File: config.mk
export PLATFORM = sky130hd
export DESIGN_NAME = tap_upload_encoder
export DESIGN_NICKNAME = d
export VERILOG_FILES = /design/src/rtl/tap_upload_encoder.sv
export SDC_FILE = /design/constraint.sdc
export NUM_CORES = 1
export LEC_CHECK = 0
export CAP_MARGIN = 10
export CORE_MARGIN = 5
export CORE_UTILIZATION = 48
export DETAILED_ROUTE_END_ITERATION = 8
export DONT_BUFFER_PORTS = 1
export PLACE_DENSITY_LB_ADDON = 0.3
export SLEW_MARGIN = 0
export SYNTH_ARGS = -nofsm -noshare
export SYNTH_HDL_FRONTEND = slang
export SYNTH_SLANG_ARGS = --single-unit
export TNS_END_PERCENT = 30
File: constraint.sdc
create_clock -name clk_48 -period 5 [get_ports clk_48]
set_input_delay 0.75 -clock clk_48 [delete_from_list [all_inputs] [get_ports clk_48]]
set_output_delay 0.75 -clock clk_48 [all_outputs]
set_load 0.02 [all_outputs]
File: src/rtl/tap_upload_encoder.sv
// tap_upload_encoder
//   Serialises a RAM region as an Oric .TAP image and serves it to the host
//   through the ioctl upload port. It does the reverse of the cassette loader.
//   The image is the sync bytes, a 0x24 marker, a 9-byte header, the optional
//   name, a 0x00 terminator, and then the RAM body read through dpram port 2.
//   Every read has the same latency of RAM_LAT+1 cycles, whether it returns a
//   header byte, a body byte, or 0x00 for an index past the end of the image.
//
// Parameters
//   NSYNC    number of 0x16 sync bytes (1..15)
//   RAM_LAT  RAM read latency in clk_48 cycles (1..3)
//
// Configuration macro
//   TAP_UPLOAD_NAME_EN  adds the tape_name[127:0] input. The characters are
//                       MSB-first and the name ends at the first 0x00, up to
//                       16 characters. Without the macro the name field holds
//                       only the terminator.
//
// Ports
//   clk_48, reset              clock and synchronous active-high reset
//   start                      latch start_addr/end_addr/file_type/autorun
//                              (and tape_name) and arm
//   armed, size_err, file_size status of the latched image
//   done                       pulse on the edge that serves the last image byte
//   ioctl_upload/rd/addr       host read request
//   ioctl_din, ioctl_wait      host read response and hold-off
//   ram_addr, ram_rd, ram_q    RAM read port
//
// States
//   state   | meaning
//   S_IDLE  | no parameters latched; reads return 0x00
//   S_ARMED | image readable, waiting for a host read
//   S_FETCH | read accepted, counting down the RAM latency
//   S_RESP  | ram_q is valid; drive ioctl_din and release wait

module tap_upload_encoder #(
    parameter int NSYNC   = 4,
    parameter int RAM_LAT = 1
) (
    input  logic        clk_48,
    input  logic        reset,
    input  logic        start,
    input  logic [15:0] start_addr,
    input  logic [15:0] end_addr,
    input  logic        file_type,
    input  logic        autorun,
    output logic        armed,
    output logic        size_err,
    output logic [16:0] file_size,
    output logic        done,
    input  logic        ioctl_upload,
    input  logic        ioctl_rd,
    input  logic [24:0] ioctl_addr,
    output logic [7:0]  ioctl_din,
    output logic        ioctl_wait,
    output logic [15:0] ram_addr,
    output logic        ram_rd,
    input  logic [7:0]  ram_q
`ifdef TAP_UPLOAD_NAME_EN
    ,
    input  logic [127:0] tape_name
`endif
);

    // Sync bytes, the 0x24 marker, 9 header bytes and the name terminator.
    localparam int         HDR_FIXED = NSYNC + 11;
    localparam logic [1:0] LAT_INIT  = 2'(RAM_LAT - 1);

    typedef enum logic [1:0] {S_IDLE, S_ARMED, S_FETCH, S_RESP} state_t;

    state_t      state_q, state_d;
    logic        armed_q, armed_d;
    logic        size_err_q, size_err_d;
    logic [16:0] file_size_q, file_size_d;
    logic        done_q, done_d;
    logic [7:0]  din_q, din_d;
    logic        wait_q, wait_d;
    logic [15:0] ram_addr_q, ram_addr_d;
    logic        ram_rd_q, ram_rd_d;
    logic [15:0] start_q, start_d;
    logic [15:0] end_q, end_d;
    logic        type_q, type_d;
    logic        autorun_q, autorun_d;
    logic [4:0]  namelen_q, namelen_d;
    logic [1:0]  lat_q, lat_d;
    logic [7:0]  byte_q, byte_d;
    logic        body_q, body_d;
    logic        last_q, last_d;

    logic [4:0]  in_namelen;
    logic [16:0] in_body;
    logic [15:0] hdr_len;
    logic        in_image, is_body, is_last;
    logic [15:0] body_addr;
    logic [4:0]  hdr_k;
    logic [7:0]  hdr_byte;

`ifdef TAP_UPLOAD_NAME_EN
    logic [127:0] name_q, name_d;
    logic [127:0] name_sh;
    logic [3:0]   name_idx;
    logic         name_found;

    always_comb begin
        in_namelen = 5'd16;
        name_found = 1'b0;
        for (int c = 0; c < 16; c++) begin
            if (!name_found && tape_name[127-8*c -: 8] == 8'h00) begin
                in_namelen = 5'(c);
                name_found = 1'b1;
            end
        end
    end
`else
    assign in_namelen = 5'd0;
`endif

    // The body length is computed in 17 bits so that a full 64 KiB region fits.
    assign in_body = (end_addr >= start_addr) ?
                     (17'(end_addr) - 17'(start_addr) + 17'd1) : 17'd0;

    assign hdr_len  = 16'(HDR_FIXED) + 16'(namelen_q);
    assign in_image = ioctl_addr < {8'd0, file_size_q};
    assign is_body  = in_image && (ioctl_addr >= {9'd0, hdr_len});
    assign is_last  = ioctl_addr == {8'd0, file_size_q - 17'd1};
    // Only the low 16 bits matter because the body address wraps at 64 KiB.
    assign body_addr = start_q + (ioctl_addr[15:0] - hdr_len);
    // Header indices are below 43, so the low byte of the index is enough.
    assign hdr_k    = 5'(ioctl_addr[7:0] - 8'(NSYNC + 1));

    always_comb begin
        hdr_byte = 8'h00;
`ifdef TAP_UPLOAD_NAME_EN
        name_idx = 4'(hdr_k - 5'd9);
        name_sh  = name_q << (8 * name_idx);
`endif
        if (ioctl_addr < 25'(NSYNC)) begin
            hdr_byte = 8'h16;
        end else if (ioctl_addr == 25'(NSYNC)) begin
            hdr_byte = 8'h24;
        end else begin
            case (hdr_k)
                5'd2:    hdr_byte = type_q    ? 8'h80 : 8'h00;
                5'd3:    hdr_byte = autorun_q ? 8'h80 : 8'h00;
                5'd4:    hdr_byte = end_q[15:8];
                5'd5:    hdr_byte = end_q[7:0];
                5'd6:    hdr_byte = start_q[15:8];
                5'd7:    hdr_byte = start_q[7:0];
                default: hdr_byte = 8'h00;
            endcase
`ifdef TAP_UPLOAD_NAME_EN
            if (hdr_k >= 5'd9 && hdr_k < 5'd9 + namelen_q) begin
                hdr_byte = name_sh[127:120];
            end
`endif
        end
    end

    always_comb begin
        state_d     = state_q;
        armed_d     = armed_q;
        size_err_d  = size_err_q;
        file_size_d = file_size_q;
        done_d      = 1'b0;
        din_d       = din_q;
        wait_d      = wait_q;
        ram_addr_d  = ram_addr_q;
        ram_rd_d    = 1'b0;
        start_d     = start_q;
        end_d       = end_q;
        type_d      = type_q;
        autorun_d   = autorun_q;
        namelen_d   = namelen_q;
        lat_d       = lat_q;
        byte_d      = byte_q;
        body_d      = body_q;
        last_d      = last_q;
`ifdef TAP_UPLOAD_NAME_EN
        name_d      = name_q;
`endif

        if (start) begin
            // start takes priority over everything, including a read in flight.
            start_d     = start_addr;
            end_d       = end_addr;
            type_d      = file_type;
            autorun_d   = autorun;
            namelen_d   = in_namelen;
            size_err_d  = end_addr < start_addr;
            file_size_d = 17'(HDR_FIXED) + 17'(in_namelen) + in_body;
            armed_d     = 1'b1;
            wait_d      = 1'b0;
            state_d     = S_ARMED;
`ifdef TAP_UPLOAD_NAME_EN
            name_d      = tape_name;
`endif
        end else begin
            case (state_q)
                S_IDLE, S_ARMED: begin
                    if (ioctl_upload && ioctl_rd) begin
                        wait_d  = 1'b1;
                        lat_d   = LAT_INIT;
                        state_d = S_FETCH;
                        body_d  = armed_q && is_body;
                        last_d  = armed_q && is_last;
                        byte_d  = (armed_q && in_image && !is_body) ? hdr_byte : 8'h00;
                        if (armed_q && is_body) begin
                            ram_addr_d = body_addr;
                            ram_rd_d   = 1'b1;
                        end
                    end
                end
                S_FETCH: begin
                    if (!ioctl_upload) begin
                        wait_d  = 1'b0;
                        state_d = armed_q ? S_ARMED : S_IDLE;
                    end else if (lat_q == 2'd0) begin
                        state_d = S_RESP;
                    end else begin
                        lat_d = lat_q - 2'd1;
                    end
                end
                S_RESP: begin
                    wait_d  = 1'b0;
                    state_d = armed_q ? S_ARMED : S_IDLE;
                    if (ioctl_upload) begin
                        din_d  = body_q ? ram_q : byte_q;
                        done_d = last_q;
                    end
                end
                default: state_d = S_IDLE;
            endcase
        end
    end

    always_ff @(posedge clk_48) begin
        if (reset) begin
            state_q     <= S_IDLE;
            armed_q     <= 1'b0;
            size_err_q  <= 1'b0;
            file_size_q <= 17'd0;
            done_q      <= 1'b0;
            din_q       <= 8'h00;
            wait_q      <= 1'b0;
            ram_addr_q  <= 16'd0;
            ram_rd_q    <= 1'b0;
            start_q     <= 16'd0;
            end_q       <= 16'd0;
            type_q      <= 1'b0;
            autorun_q   <= 1'b0;
            namelen_q   <= 5'd0;
            lat_q       <= 2'd0;
            byte_q      <= 8'h00;
            body_q      <= 1'b0;
            last_q      <= 1'b0;
`ifdef TAP_UPLOAD_NAME_EN
            name_q      <= 128'd0;
`endif
        end else begin
            state_q     <= state_d;
            armed_q     <= armed_d;
            size_err_q  <= size_err_d;
            file_size_q <= file_size_d;
            done_q      <= done_d;
            din_q       <= din_d;
            wait_q      <= wait_d;
            ram_addr_q  <= ram_addr_d;
            ram_rd_q    <= ram_rd_d;
            start_q     <= start_d;
            end_q       <= end_d;
            type_q      <= type_d;
            autorun_q   <= autorun_d;
            namelen_q   <= namelen_d;
            lat_q       <= lat_d;
            byte_q      <= byte_d;
            body_q      <= body_d;
            last_q      <= last_d;
`ifdef TAP_UPLOAD_NAME_EN
            name_q      <= name_d;
`endif
        end
    end

    assign armed      = armed_q;
    assign size_err   = size_err_q;
    assign file_size  = file_size_q;
    assign done       = done_q;
    assign ioctl_din  = din_q;
    assign ioctl_wait = wait_q;
    assign ram_addr   = ram_addr_q;
    assign ram_rd     = ram_rd_q;

endmodule

Yosys cells after proc, flatten, opt, wreduce, memory -nomap -nowiden
Index checks and enable logic that the tools add are counted.
W data, S select, Z words.
{ "word_totals": {"inputBits": 72, "register_bits": 94, "wordCells": 97, "output_inout_bits": 46} }
{ "op_classes": {"bitwise_logic": 5, "n_eq_ne": 18, "n_mux": 22, "reduce_logical": 21, "addsub": 8, "order_cmp": 5} }
{ "ops": {"columns": ["cell", "count"], "rows": [
  ["$mux W8", 6],
  ["$pmux W8 S6", 1],
  ["$eq A25 B17 Y1", 1],
  ["$eq A25 B3 Y1 const B", 1],
  ["$ge A25 B4 Y1 const B", 1],
  ["$lt A25 B17 Y1", 1],
  ["$lt A25 B3 Y1 const B", 1],
  ["$eq A5 B3 Y1 const B", 4],
  ["$add A17 B1 Y17 const B", 1],
  ["$add A4 B17 Y17 const A", 1],
  ["$mux W17", 1],
  ["$sub A16 B16 Y17", 1],
  ["$sub A17 B1 Y17 const B", 1],
  ["$add A16 B16 Y16", 1],
  ["$ge A16 B16 Y1", 1],
  ["$lt A16 B16 Y1", 1],
  ["$sub A16 B4 Y16 const B", 1],
  ["$mux W2", 6],
  ["$eq A5 B2 Y1 const B", 2],
  ["$ne A2 B2 Y1 const B", 4],
  ["$reduce_or A4 Y1", 2],
  ["$logic_and A1 B1 Y1", 6],
  ["$ne A3 B3 Y1 const B", 2],
  ["$pmux W2 S3", 1],
  ["other kinds (17)", 31]
]} }

Logic depth before layout (Yosys ltp)
Gate-level depths: netlist (run 1).
{ "depth": {"word_depth": 6, "mapped_depth": 17, "mapped_depth_nobuf": 16} }

Least setup slack after synthesis (run 1)
No wires, ideal clock.
{ "synth_timing": {"kind": "input to register", "startpoint": "input start_addr[15]", "endpoint": "register file_size_q[16] (netlist: file_size[16])", "slack_ps": 987, "n_path_buf": 1, "required_ps": 4865, "setup_ps": 135, "t_arrival_ps": 3877, "path_stages": 16, "path_cell_list": "inv_1 -> ha_1 -> nand4_1 -> or4_1 -> a31oi_1 -> or3_1 -> clkbuf_1 -> nand2_1 -> ha_1 -> nand3_1 -> and2_1 -> o21ai_1 -> or3_1 -> nor4_2 -> mux2i_1 -> a211oi_2"} }
{ "synth_between": {"elab_chain_cells": 4, "word_cells_on_any_way": 5, "classes_between": "3 x add/sub; 1 x order compare; 1 x mux"} }
{ "synth_lines": {"columns": ["item", "line_no", "rtl"], "rows": [
  ["from (decl)", "43", "input logic [15:0] start_addr,"],
  ["$sub A16 B16 Y17", "120", "(17'(end_addr) - 17'(start_addr) + 17'd1) : 17'd0;"],
  ["$add A17 B1 Y17", "120", null],
  ["$mux W17 (*)", "119", "assign in_body = (end_addr >= start_addr) ?"],
  ["$add A4 B17 Y17 (*)", "190", "file_size_d = 17'(HDR_FIXED) + 17'(in_namelen) + in_body;"],
  ["to (signal assigned)", "263", "file_size_q <= file_size_d;"],
  ["to (decl)", "74", "logic [16:0] file_size_q, file_size_d;"]
]} }
Every way passes the cells marked *; elsewhere a longest branch is shown, timed or not.
A chain may end at the register's enable or synchronous reset.

Final worst setup path (run 1)
Ends and elaborated chain as after synthesis.

==> impl_results.md, run 1 <==
* Int Pwr at 0.00143 W
* Netlist Area Pre-Place at 7350 sq um
* Register area at 1880 sq um
* Slew Limit Fails at 0
* Yosys top cell area share at 25.6%
* Final setup fails at 0
* CTS Buf Count at 9
* Root buf cell: clkbuf_16
* Layout area overhead at 5.43%
* Top area cells in the synthesized netlist: dfxtp_1, ha_1, mux2i_1, nor2_1, inv_1
* Status: finished clean
* GRT Util Overall at 22.8%
* Max Fclk at 248 MHz
* Clock Latency Late Sink at 0.36 ns
* Antenna violations before repair at 0
* Cells after Synth at 902
* Mean post-synth cell area at 8.15 sq um
* Max Root-Sink Buffers at 2
* Global route overflow at 0
* Cell variety after synth at 71
* Tcrit/Tclk final at 80.5%
* IO Port Bufs at 0
* #FFs+latches synth at 94
* Adder-cell share of the synthesized area at 16.2%
* Slew HR at 33.0%
* Post-Place Worst Slack at 0.653 ns
* Sw power at 0.000761 W
* Switching portion of total power at 34.7%
* Synth Warn # at 0
* Fillers at 1467
* First-pass GRT wire length at 32400 um
* Total chip power at 0.00219 W
* # resized after CTS at 0
* Die ar. at 17900 sq um
* Post-Route Skew at 0.00463 ns
* Via count at 6214
* Simple-Gate Fraction of Synth Area at 18.5%
* Worst setup SP type: primary input
* Core ar. at 15100 sq um
* Post-synthesis mux area share at 9.28%
* Post-Synth XOR/XNOR Area at 6.79%
* Die height at 134 um
* Vias per cell at 5.78
* Sequential fraction of the synthesis area at 25.6%
* Initial DRC Count at 497
* Pwr dens at 283 nW/um^2
* Worst-path clk slew at 0.07 ns
* Initial DRT Pass Iterations at 5
* Largest net degree at the start of global routing at 95
* WP data required at 5.23 ns
* HP Class: reg -> reg
* Post-synth top area cell: dfxtp_1
* Design area at 7750 sq um
* Worst slew pin tran at 0.997 ns
* Number of synthesized flops with an enable pin at 0
* RSZ-0062 raised after global routing: no
* Final Hold Vio Count at 0
* Pleak at 3.41 nW
* RD Place Congestion at 0.876
* Compound-Gate Fraction of Synth Area at 16.4%
* Fin nets at 1045
* Ys async rst share at 0%
* Initial core utilization at 48.7%
* Die width at 134 um
* Tmin final at 4.03 ns
* Max-Cap Viols at 0
* Critical path data arrival time at 4.26 ns
* Top FF cell, synth: dfxtp_1
* Worst Path Max Fanout at 14
* Vias in the first global route at 6057
* I/O Pins at 118
* Clock power frac at 30.6%
* Dominant combinational cell family by area after synthesis: simple AND/OR/NAND/NOR gates
* Logic pwr share at 30.6%
* Final core utilization at 51.4%
* CP endpoint kind: flip-flop
* Clock Sinks at 94
* Drt wl/cell at 18.8 um
* Post-route setup slack at 0.973 ns
* Setup repair bufs after CTS at 0
* DRC at 0
* Final antenna-violating net count at 0
* Cell Area, Placed at 7470 sq um
* Multi-input logic area at 4940 sq um
* H-Tree Depth at 3
* Row count at 45
* Mapped Nets at 1064
* Crit Path Class: in -> reg
* Worst vdd ir at 0.000208 V
* Sum of negative setup slack at 0 ns
* HPWL reported at the end of detailed placement at 16000 um
* Detailed Route WL at 20200 um
* Hold Buf Count CTS at 0
* Seq pwr share at 38.8%
* Number of antenna diodes at 0
* TritonCTS clock tree: done
* Fraction of layout cells with a size suffix above 1 at 3.27%
[cell type report]
| cell class | count | share of cell area [%] |
|---|---|---|
| Clock inverter | 6 | 0.565 |
| Multi-Input combinational cell | 670 | 63.7 |
| Timing Repair Buffer | 1 | 0.0969 |
| Sequential cell | 94 | 24.3 |
| Clock buffer | 10 | 3.08 |
| Tap cell | 188 | 3.04 |
| Inverter | 107 | 5.18 |
[synthesized netlist by cell type, drive strengths merged, types with 5 or more instances]
library cell	n
nor2	121
inv	106
dfxtp	94
ha	81
mux2i	67
nand2	47
xnor2	38
a21oi	35
o21ai	35
nand3	23
clkbuf	21
xor2	19
a211oi	18
nor3	17
a21o	15
nand4	14
buf	10
a22oi	9
fa	9
nor2b	9
or3	9
a31oi	7
nor4	7
a2bb2oi	6
a221oi	5
and2	5
and3	5
[power by group through the flow]
stage	logic (W)	registers, W	clock network [W]
floorplan	0.000568	0.000843	0
global placement	0.000657	0.000868	0
detailed placement	0.000662	0.000868	0
CTS	0.000667	0.000850	0.000690
global route	0.000759	0.000854	0.000716
finish	0.000670	0.000850	0.000671
[worst paths after layout]
kind                   from            end  slack [ns]  depth (start not counted)
max          start_addr[15]  file_size[16]        0.97                         15
max reg2reg      start_q[1]   ram_addr[15]        1.54                         12
min               byte_q[5]      byte_q[5]        0.45                          2
min reg2reg       byte_q[5]      byte_q[5]        0.45                          2
[kinds of logic after synthesis]
kind of cell / Yosys count
XOR/XNOR: 57
buffers and inverters: 138
flip-flops: 94
adder cells (fa/ha/maj): 90
AO/OA/AOI/OAI: 173
multiplexers: 68
AND/OR/NAND/NOR: 282
[worst max-delay path, cell delays in order]
cell      delay, ns
inv_1          0.05
ha_1           0.33
nand4_1        0.16
or4_1          0.53
a31oi_1        0.20
or3_1          0.46
nand2_1        0.12
ha_1           0.25
nand3_1        0.10
and2_1         0.19
o21ai_1        0.12
or3_1          0.42
nor4_2         0.26
mux2i_1        0.26
a211oi_2       0.05
[flip-flops by register name (all words and copies together) (netlist names)]
signal,cells
state_q,2
byte_q,8
body_q,1
size_err,1
done,1
ioctl_wait,1
ram_rd,1
lat_q,2
end_q,16
last_q,1
ioctl_din,8
start_q,16
type_q,1
ram_addr,16
armed,1
autorun_q,1
file_size,17
[metal layers]
layer / track usage (%) / part of all wire (%)
met5: 0 / 0
met4: 7.49 / 2.4
met2: 35.8 / 44
met1: 29.4 / 44
met3: 8.12 / 9.8
[per-stage QoR]
stage | instances | hold slack [ns]
finish | 1076 | 0.450
global route | 1076 | 0.450
CTS | 1076 | 0.451
floorplan | 902 | 0.428
global placement | 1060 | 0.436
detailed placement | 1060 | 0.442
[cells in the final DEF, fill, tap and decap left out, types with 14 or more instances in the layout]
master	instances
a211oi_1	17
a21o_1	15
a21oi_1	35
dfxtp_1	94
ha_1	81
inv_1	106
mux2i_1	67
nand2_1	47
nand3_1	22
nand4_1	14
nor2_1	121
nor3_1	15
o21ai_0	34
xnor2_1	38
xor2_1	19
No activity file was read; power rests on OpenSTA's default activity.
==> inputs of run 2 (changes only) <==
- clock period: 5 -> 4.2 ns (I/O delays scaled with it)
==> impl_results.md, run 2 (synthesized netlist as in run 1, its figures left out) <==
* Final setup fails at 0
* Die ar. at 17900 sq um
* Most common cell after layout, fill and taps aside: nor2_1
* Critical path data arrival time at 3.82 ns
* Post-Route Skew at 0.00385 ns
* Initial core utilization at 48.7%
* Worst slew pin tran at 0.915 ns
* DRC at 0
* Register area at 1880 sq um
* Global route overflow at 0
* Pwr dens at 342 nW/um^2
* I/O Pins at 118
* Pleak at 3.45 nW
* Sum of negative setup slack at 0 ns
* Max reg flops at 17
* RSZ-0062 raised after global routing: no
* Core ar. at 15100 sq um
* Die width at 134 um
* Largest net degree at the start of global routing at 95
* Worst-path clk slew at 0.07 ns
* Fraction of layout cells with a size suffix above 1 at 3.81%
* Fin nets at 1050
* Worst setup SP type: primary input
* Row count at 45
* Fin cells at 1081
* CP endpoint kind: flip-flop
* Crit Path Class: in -> reg
* Antenna violations before repair at 0
* TritonCTS clock tree: done
* Setup repair bufs after CTS at 0
* Status: finished clean
* # resized after CTS at 0
* Root buf cell: clkbuf_16
* Clock Sinks at 94
* Slew HR at 38.8%
* Initial DRT Pass Iterations at 8
* First-pass GRT wire length at 31500 um
* Slew Limit Fails at 0
* WP data required at 4.43 ns
* Vias per cell at 5.88
* CTS Buf Count at 9
* HPWL reported at the end of detailed placement at 16200 um
* Clock Latency Late Sink at 0.36 ns
* Max-Cap Viols at 0
* Final Hold Vio Count at 0
* Initial DRC Count at 411
* Detailed Route WL at 20000 um
* HP Class: in -> reg
* Layout area overhead at 6.25%
* H-Tree Depth at 3
* Multi-input logic area at 4940 sq um
* Drt wl/cell at 18.5 um
* IO Port Bufs at 0
* Vias in the first global route at 5916
* Worst Path Max Fanout at 6
* Hold Buf Count CTS at 0
* RD Place Congestion at 0.888
* Final antenna-violating net count at 0
* Tcrit/Tclk final at 85.6%
* Fillers at 1483
* Number of antenna diodes at 0
* Post-Place Cells at 1065
* Commonest cells after routing, fill and taps aside: nor2_1, inv_1, dfxtp_1
* Worst vdd ir at 0.000302 V
* Tmin final at 3.59 ns
* Max Root-Sink Buffers at 2
* Die height at 134 um
* Max Fclk at 278 MHz
* GRT Util Overall at 22.2%
* Via count at 6353
-- run 2: cell count changes in the layout (fill, tap and decap cells not counted), sizes merged --
cell	previous run	this run
buf	1	6
bufinv	0	1
clkinvlp	1	0
-- run 2: worst max-delay path: stages --
cell,delay (ns)
inv_1,0.05
ha_1,0.18
inv_1,0.06
fa_1,0.36
a311o_1,0.31
a21oi_1,0.26
or3_1,0.28
nand2_1,0.09
ha_1,0.24
nand3_1,0.10
and2_1,0.19
o21ai_1,0.12
or3_1,0.41
nor4_2,0.26
mux2i_1,0.25
a211oi_2,0.05
-- run 2: final cells by class --
class                   count  share of cell area [%]
multi-input cells         670                    63.3
flip-flops and latches     94                    24.1
inverters                 107                    5.14
clock buffers              10                    3.06
well taps                 188                    3.01
clock inverters             6                   0.849
repair buffers              6                   0.577
-- run 2: where the power goes --
group | internal [W] | switching [W] | leakage, nW | total, W
sequential | 0.000930 | 0.0000812 | 0.768 | 0.00101
clock | 0.000481 | 0.000376 | 0.153 | 0.000858
combinational | 0.000360 | 0.000443 | 2.53 | 0.000803
total | 0.00177 | 0.000901 | 3.45 | 0.00267
-- run 2: routing by layer --
layer,part of all wire [%],track usage [%]
met2,45,34.8
met4,2.0,6.74
met5,0,0
met1,43,28.3
met3,10,8.53
-- run 2: path summary, 6_finish.rpt --
check / start / to / slack (ns) / depth (start not counted)
max: start_addr[6] / file_size[16] / 0.61 / 16
min: start / ioctl_wait / 0.34 / 1
max reg2reg: start_q[1] / ram_addr[15] / 0.65 / 12
min reg2reg: last_q / last_q / 0.45 / 2
-- run 2: through the flow --
step / worst slack [ns] / total power [W] / hold slack (ns) / instance area, sq um / utilization [%]
finish: 0.606 / 0.00267 / 0.345 / 7810 / 51.7
global route: 0.365 / 0.00283 / 0.334 / 7810 / 51.7
CTS: 0.598 / 0.00269 / 0.333 / 7810 / 51.7
detailed placement: 0.216 / 0.00183 / 0.437 / 7500 / 49.7
global placement: 0.340 / 0.00182 / 0.434 / 7500 / 49.7
floorplan: 0.307 / 0.00168 / 0.428 / 7350 / -
==> inputs of run 3 (changes only) <==
- CORE_UTILIZATION: 48 -> 40
- HOLD_SLACK_MARGIN: default -> 0.03
- PLACE_DENSITY_LB_ADDON: 0.3 -> default
==> impl_results.md, run 3 (synthesized netlist as in run 1, its figures left out) <==
* HPWL reported at the end of detailed placement at 16700 um
* Critical path data arrival time at 3.79 ns
* Commonest cells after routing, fill and taps aside: nor2_1, inv_1, dfxtp_1
* WP data required at 4.42 ns
* Register area at 1880 sq um
* Worst-path clk slew at 0.06 ns
* Cell Area, Placed at 7550 sq um
* Global route overflow at 0
* Crit path buf inv count at 1
* Initial DRC Count at 380
* Tcrit/Tclk final at 85.0%
* Clock power frac at 30.4%
* Worst vdd ir at 0.000233 V
* Die height at 146 um
* Root buf cell: clkbuf_16
* Logic pwr share at 30.8%
* Int Pwr at 0.00171 W
* Number of antenna diodes at 0
* Initial DRT Pass Iterations at 6
* Total chip power at 0.00261 W
* Crit path max-delay cell type: or4_1
* Max-Cap Viols at 0
* Fillers at 1835
* CP Cell Sequence: inv_1 > ha_1 > nand4_1 > or4_1 > a31oi_1 > or3_1 > nand2_1 > ha_1 > nand3_1 > and2_1 > o21ai_1 > or3_1 > nor4_2 > mux2i_1 > a211oi_2
* IO Port Bufs at 0
* Tmin final at 3.57 ns
* Hold Buf Count CTS at 0
* Worst Path Max Fanout at 4
* Design area at 7840 sq um
* Post-Place Worst Slack at 0.287 ns
* HP Class: in -> reg
* Vias in the first global route at 5991
* Die ar. at 21200 sq um
* Setup repair bufs after CTS at 0
* Final setup fails at 0
* Clock Sinks at 94
* Vias per cell at 5.56
* Fraction of layout cells with a size suffix above 1 at 3.81%
* Final Hold Vio Count at 0
* Status: finished clean
* Via count at 6236
* Slew HR at 42.3%
* Worst setup SP type: primary input
* Final core utilization at 43.5%
* Row count at 49
* Worst slew pin tran at 0.863 ns
* Detailed Route WL at 20700 um
* CTS Buf Count at 9
* Pwr dens at 333 nW/um^2
* Sw power at 0.000903 W
* DRC at 0
* Fin nets at 1050
* RSZ-0062 raised after global routing: no
* Pleak at 3.44 nW
* Post-Route Skew at 0.00881 ns
* Initial core utilization at 40.8%
* Slew Limit Fails at 0
* RD Place Congestion at 0.871
* Sum of negative setup slack at 0 ns
* Core ar. at 18000 sq um
* Most common cell after layout, fill and taps aside: nor2_1
* Crit path largest cell delay at 0.52 ns
* Post-route setup slack at 0.631 ns
* Seq pwr share at 38.8%
* Crit Path Class: in -> reg
* TritonCTS clock tree: done
* Layout area overhead at 6.64%
* Max Fclk at 280 MHz
* H-Tree Depth at 3
* Clock Latency Late Sink at 0.36 ns
* Die width at 146 um
* Drt wl/cell at 18.5 um
* I/O Pins at 118
* Antenna violations before repair at 1
* Max Root-Sink Buffers at 2
* CP delay by family, top: simple AND/OR/NAND/NOR gates
* Switching portion of total power at 34.6%
* First-pass GRT wire length at 33400 um
* # resized after CTS at 0
* Largest net degree at the start of global routing at 95
* Max reg flops at 17
* CP endpoint kind: flip-flop
* Final antenna-violating net count at 0
* GRT Util Overall at 19.4%
* Multi-input logic area at 4940 sq um
## run 3: cell types whose count changed in the layout (fill, tap and decap cells not counted)
cell | before | now
clkinvlp_4 | 0 | 1
bufinv_16 | 1 | 0
## run 3: path summary, 6_finish.rpt
kind	startpoint	endpoint	slack (ns)	cells past startpoint
max	start_addr[15]	file_size[16]	0.63	15
min	reset	ioctl_din[2]	0.34	1
max reg2reg	start_q[1]	ram_addr[15]	0.73	12
min reg2reg	byte_q[5]	byte_q[5]	0.45	2
## run 3: cell type report
class	instances	area share (%)
Sequential cell	94	24.0
Multi-Input combinational cell	670	63.0
Clock buffer	10	3.05
Tap cell	229	3.66
Clock inverter	6	0.559
Inverter	107	5.12
Timing Repair Buffer	6	0.575
## run 3: metal layers
metal	up-vias	track usage [%]	wire, um
li1	3125	-	-
met1	2926	25.1	9200
met2	163	30.7	9270
met3	20	7.57	1990
met4	2	4.20	247
met5	-	0	20
## run 3: worst register-to-register path: stages, from the launching register on
cell and delay, ns:
dfxtp_1 0.39, ha_1 0.26, ha_1 0.22, fa_1 0.41, a21o_1 0.20, a21o_1 0.21, a2111oi_0 0.64, nor3_1 0.18
o31ai_1 0.38, o21ai_0 0.17, xnor2_1 0.15, mux2i_1 0.13, nor2_1 0.05
## run 3: power groups by stage
stage | sequential, W | clock [W] | combinational (W)
final | 0.00101 | 0.000794 | 0.000804
after global routing | 0.00102 | 0.000851 | 0.000911
after CTS | 0.00102 | 0.000817 | 0.000803
after detailed placement | 0.00104 | 0 | 0.000797
after global placement | 0.00104 | 0 | 0.000792
after floorplan | 0.00100 | 0 | 0.000676
## run 3: metrics by stage
stage | cells | hold slack [ns]
5_1_grt | 1122 | 0.326
3_5_place_dp | 1106 | 0.440
2_1_floorplan | 902 | 0.428
4_1_cts | 1122 | 0.328
3_3_place_gp | 1106 | 0.436
6_report | 1122 | 0.341
